### config.mk
export PLATFORM = sky130hd
export DESIGN_NAME = alu_sequencer
export DESIGN_NICKNAME = d
export VERILOG_FILES = /design/src/rtl/alu_sequencer.sv
export SDC_FILE = /design/constraint.sdc
export NUM_CORES = 1
export LEC_CHECK = 0
export CAP_MARGIN = 20
export CORE_MARGIN = 8
export CORE_UTILIZATION = 41
export CTS_BUF_LIST = sky130_fd_sc_hd__clkbuf_16
export CTS_CLUSTER_DIAMETER = 40
export DETAILED_ROUTE_END_ITERATION = 12
export GPL_TIMING_DRIVEN = 0
export PLACE_DENSITY = 0.89
export SYNTH_ARGS = -nofsm -noshare
export SYNTH_HDL_FRONTEND = slang
export SYNTH_SLANG_ARGS = --single-unit
### constraint.sdc
create_clock -name clk -period 2.7 [get_ports clk]
set_input_delay 0.27 -clock clk [delete_from_list [all_inputs] [get_ports clk]]
set_output_delay 0.27 -clock clk [all_outputs]
set_load 0.005 [all_outputs]
### src/rtl/alu_sequencer.sv
// Request sequencer for a multi-cycle external ALU. It holds operands stable for the
// opcode's settle time, captures the result and updates HI/LO for multiply and divide.
module alu_sequencer #(
    parameter int unsigned DIV_CYCLES = 4,
    parameter int unsigned MUL_CYCLES = 2,
    parameter logic [4:0]  MUL_OP     = 5'b00010
) (
    input  logic        clk,
    input  logic        rst_n,
    input  logic        req_valid,
    output logic        req_ready,
    input  logic [4:0]  req_op,
    input  logic [31:0] req_a,
    input  logic [31:0] req_b,
    output logic [31:0] alu_a,
    output logic [31:0] alu_b,
    output logic [4:0]  alu_op,
    input  logic [63:0] alu_c,
    output logic        resp_valid,
    input  logic        resp_ready,
    output logic [63:0] resp_result,
    output logic        resp_err,
    output logic [31:0] hi_reg,
    output logic [31:0] lo_reg,
    output logic        busy
);
    localparam logic [4:0] DIV_OP = 5'b00011;

    typedef enum logic [1:0] {IDLE, EXEC, RESP} state_t;

    typedef struct packed {
        logic [4:0]  op;
        logic [31:0] a;
        logic [31:0] b;
    } req_t;

    state_t      state_q, state_d;
    req_t        req_q, req_d;
    logic [3:0]  cnt_q, cnt_d;
    logic [63:0] result_q, result_d;
    logic        err_q, err_d;
    logic [31:0] hi_q, hi_d, lo_q, lo_d;

    logic        is_illegal, is_div, is_mul, fault, wide_op;
    logic [3:0]  lat_m1;

    // Classify the incoming opcode; the upper half of the opcode space is illegal.
    always_comb begin
        is_illegal = req_op[4];
        is_div     = !is_illegal && (req_op == DIV_OP);
        is_mul     = !is_illegal && !is_div && (req_op == MUL_OP);
        fault      = is_illegal || (is_div && (req_b == '0));
        if (is_div)      lat_m1 = 4'(DIV_CYCLES - 1);
        else if (is_mul) lat_m1 = 4'(MUL_CYCLES - 1);
        else             lat_m1 = '0;
    end

    assign wide_op = (req_q.op == DIV_OP) || (req_q.op == MUL_OP);

    always_comb begin
        state_d  = state_q;
        req_d    = req_q;
        cnt_d    = cnt_q;
        result_d = result_q;
        err_d    = err_q;
        hi_d     = hi_q;
        lo_d     = lo_q;
        case (state_q)
            IDLE: begin
                if (req_valid) begin
                    req_d = '{op: req_op, a: req_a, b: req_b};
                    if (fault) begin
                        // Faulting requests never reach the ALU.
                        state_d  = RESP;
                        result_d = '0;
                        err_d    = 1'b1;
                    end else begin
                        state_d = EXEC;
                        cnt_d   = lat_m1;
                    end
                end
            end
            EXEC: begin
                if (cnt_q == '0) begin
                    state_d  = RESP;
                    result_d = alu_c;
                    err_d    = 1'b0;
                    if (wide_op) begin
                        hi_d = alu_c[63:32];
                        lo_d = alu_c[31:0];
                    end
                end else begin
                    cnt_d = cnt_q - 4'd1;
                end
            end
            RESP: begin
                if (resp_ready) state_d = IDLE;
            end
            default: state_d = IDLE;
        endcase
    end

    always_ff @(posedge clk) begin
        if (!rst_n) begin
            state_q  <= IDLE;
            req_q    <= '0;
            cnt_q    <= '0;
            result_q <= '0;
            err_q    <= 1'b0;
            hi_q     <= '0;
            lo_q     <= '0;
        end else begin
            state_q  <= state_d;
            req_q    <= req_d;
            cnt_q    <= cnt_d;
            result_q <= result_d;
            err_q    <= err_d;
            hi_q     <= hi_d;
            lo_q     <= lo_d;
        end
    end

    assign req_ready   = (state_q == IDLE);
    assign resp_valid  = (state_q == RESP);
    assign busy        = (state_q != IDLE);
    assign alu_op      = (state_q == EXEC) ? req_q.op : '0;
    assign alu_a       = (state_q == EXEC) ? req_q.a  : '0;
    assign alu_b       = (state_q == EXEC) ? req_q.b  : '0;
    assign resp_result = result_q;
    assign resp_err    = err_q;
    assign hi_reg      = hi_q;
    assign lo_reg      = lo_q;
endmodule

==> impl_results.md <==
* Outcome: completed
* CP Cell Sequence: nor2b_2 > buf_4 > clkbuf_2 > and2_1 > clkdlybuf4s50_1
* Number of global-route vias before repair at 9165
* Critical R2R Launch: cnt_q[0]
* Sequential fraction of the synthesis area at 49.3%
* X dimension of the die at 158 µm
* Core Area at 0.0200 mm²
* Most frequent standard cell in the layout excluding fill and tap cells: sky130_fd_sc_hd__clkdlybuf4s50_1
* Final Hold Slack at 0.271 ns
* Largest net degree at the start of global routing at 16
* Final critical path time including I/O delays and setup at 2.59 ns
* Family with the most delay on the worst path: buffers and inverters
* Final count of hold timing violations at 0
* Final period util at 96.0%
* Slew at the pin with the worst max-slew slack at 0.685 ns
* Root Buffer: sky130_fd_sc_hd__clkbuf_16
* Cell area after technology mapping at 0.00829 mm²
* Critical Path AT at 2.32 ns
* IR drop worst, VDD at 0.000514 V
* Storage element area at 0.00408 mm²
* Wire length of the first global-routing pass at 48200 µm
* Hold Path Sink: req_q[59]
* Worst reg2reg endpoint: hi_reg[22]
* CTS Buf Count at 31
* Count of inserted antenna diode cells at 0
* Tightest Hold Check Type: in2reg
* Mean number of vias per cell at 5.25
* Overall fraction of global-route tracks in use at 24.3%
* Final setup fails at 0
* Net total in the final layout at 1530
* Cell Pwr Density at 612 mW/mm²
* Crit-path slowest cell: sky130_fd_sc_hd__clkdlybuf4s50_1
* Critical path endpoint category: output port
* Unrepaired setup endpoints after global routing: false
* CP max stage delay at 0.55 ns
* Iteration-0 DRC count of the detailed router at 477
* Antenna violations before repair at 0
* Flip-flop count of the largest register after layout at 69
* Max Freq at 386 MHz
* CP Data Required Time at 2.43 ns
* Final routed wirelength across all metal layers at 32000 µm
* Clock sink total at 204
* Number of distinct library cells after synthesis at 44
* FP Rows at 52
* Largest clock skew in the final design at 0.0168 ns
* Count of warnings emitted by yosys at 0
* Leakage at 4.52 nW
* Leading cell types in the layout, fill and taps excluded: sky130_fd_sc_hd__clkdlybuf4s50_1, sky130_fd_sc_hd__nand2_1, sky130_fd_sc_hd__dfxtp_1, sky130_fd_sc_hd__a21oi_1, sky130_fd_sc_hd__and2_1
* Critical setup path kind: reg2out
* Number of levels the H-tree was split into at 1
* RD Place Congestion at 0.851
* Number of placed I/O pins at 338
* Filler Cells Inserted at 1580
* Headroom to the max-slew limit at 54.4%
* Average cell area after synthesis at 8.14 µm²
* Floorplan die area at 0.0250 mm²
* Clock transition at path regs at 0.06 ns
* Synthesized net count at 1158
* Share of layout cells above drive strength 1 at 6.50%
* Synthesis-to-finish area growth at 57.2%
* Routed wire per std cell at 19.0 µm
* Clock tree from TritonCTS: yes
* Setup slack, reg-to-reg at 0.28 ns
* Antenna violation net count after detailed routing at 0
* Post-detailed-route DRC marker count at 0
* Number of buffer and inverter stages on the critical path at 3
* Number of buffers between clock root and the deepest sink at 3
* Power consumption at 7.97 mW
* Largest driver fanout on the critical path at 10
* Final Slew Violations at 0
* Final global-route overflow total at 0
* DPL Wire Length at 24000 µm
* Worst hold start: req_a[27]
* Hold_buf cts at 0
* Via Count at 8853
* Number of instances in the synthesized netlist at 1019
* Count of port buffers added during placement at 337
* Core occupancy in the finished layout at 65.0%
* Worst r2r path cells at 8
* Clock latency on the worst-skew pair at 0.54 ns
* Number of maximum-capacitance constraint violations at 0
* Starting density of the core at 41.4%
* Detailed-routing iteration count for the pre-antenna-repair pass at 7
* Kind of start point of the critical path: register
* Area used by multi-input combinational logic at 0.00357 mm²
* Post-synthesis register bit count at 204
* Height of the die at 158 µm
* Worst Hold Depth at 3
* Largest register by flop count: req_q
## stage by stage
| stage | setup TNS (ns) | std cells | setup slack, ns | area (µm²) |
|---|---|---|---|---|
| 2_1_floorplan | 0 | 1019 | 0.788 | 8290 |
| 3_3_place_gp | -5.89 | 1626 | -0.155 | 12000 |
| 3_5_place_dp | -7.43 | 1626 | -0.214 | 12000 |
| 4_1_cts | 0 | 1684 | 0.0110 | 13000 |
| 5_1_grt | 0 | 1686 | 0.0107 | 13000 |
| 6_report | 0 | 1686 | 0.107 | 13000 |
## layout make-up
cell class / instances / area share (%)
multi-input combinational: 666 / 27.4
tap: 270 / 2.59
inverter: 68 / 1.96
buffer: 81 / 3.06
clock inverter: 27 / 1.76
timing repair buffer: 339 / 26.0
clock buffer: 31 / 5.95
sequential: 204 / 31.3
## routing by layer
layer,global-route usage (%),vias to the layer above,part of all wire [%]
li1,-,4186,-
met1,25.9,4154,37
met2,43.5,417,50
met3,7.37,96,9.3
met4,10.8,0,3.7
met5,0,-,0
## logic make-up after synthesis
logic type	Yosys count	synth area share [%]
buffers and inverters	149	7.76
muxes	1	0.136
DFF	204	49.3
adders and majority gates	2	0.302
and+or+nand+nor	390	21.3
AOI/OAI and AO/OA	273	21.2
## worst min-delay path: cells and delay by family
| family | cells | cell delay (ns) |
|---|---|---|
| and+or+nand+nor | 1 | 0.05 |
| AOI/OAI and AO/OA | 1 | 0.05 |
| buffers and inverters | 1 | 0.40 |
## timing repair
item / 4_1_cts / 5_1_grt
pin swaps: 0 / 1
endpoints found under the setup margin: 63 / 84
gates cloned: 0 / 0
gates resized for setup: 7 / 3
buffers inserted: 0 / 2
## power breakdown
group | internal, mW | switching (mW) | total (mW) | leakage (nW)
combinational | 0.463 | 0.468 | 0.931 | 2.37
sequential | 3.14 | 0.0813 | 3.22 | 1.66
clock | 2.31 | 1.50 | 3.82 | 0.493
total | 5.92 | 2.05 | 7.97 | 4.52
## worst max path at each step
stage,endpoint,startpoint,depth (start not counted)
5_1_grt,alu_op[4],state_q[0],5
2_1_floorplan,resp_result[10],cnt_q[0],8
3_3_place_gp,resp_result[15],req_b[27],6
6_report,alu_a[31],state_q[0],5
4_1_cts,alu_b[17],state_q[1],5
3_5_place_dp,resp_result[56],req_b[27],6
## cell usage after synthesis, drive strengths merged
library cell,instances,area (µm²)
a2111oi,1,15.0
a211o,1,8.76
a211oi,1,7.51
a21boi,37,278
a21o,1,7.51
a21oi,97,485
a311oi,1,8.76
a31oi,2,12.5
a32oi,59,517
and2,72,450
and3,2,12.5
and4,1,8.76
buf,28,189
clkbuf,53,199
dfxtp,204,4080
ha,2,25.0
inv,68,255
mux2,1,11.3
nand2,269,1010
nand2b,1,6.26
nand3,13,65.1
nand4,3,18.8
nand4b,1,8.76
nor2,6,22.5
nor2b,3,21.3
nor3,3,15.0
nor3b,1,12.5
nor4,9,56.3
nor4b,2,30.0
o2111a,1,11.3
o211ai,7,52.6
o21ai,60,300
o221a,1,11.3
o22ai,1,6.26
o31ai,3,36.3
or3,2,12.5
or3b,1,11.3
or4,1,7.51
No activity file was read; power rests on OpenSTA's default activity.
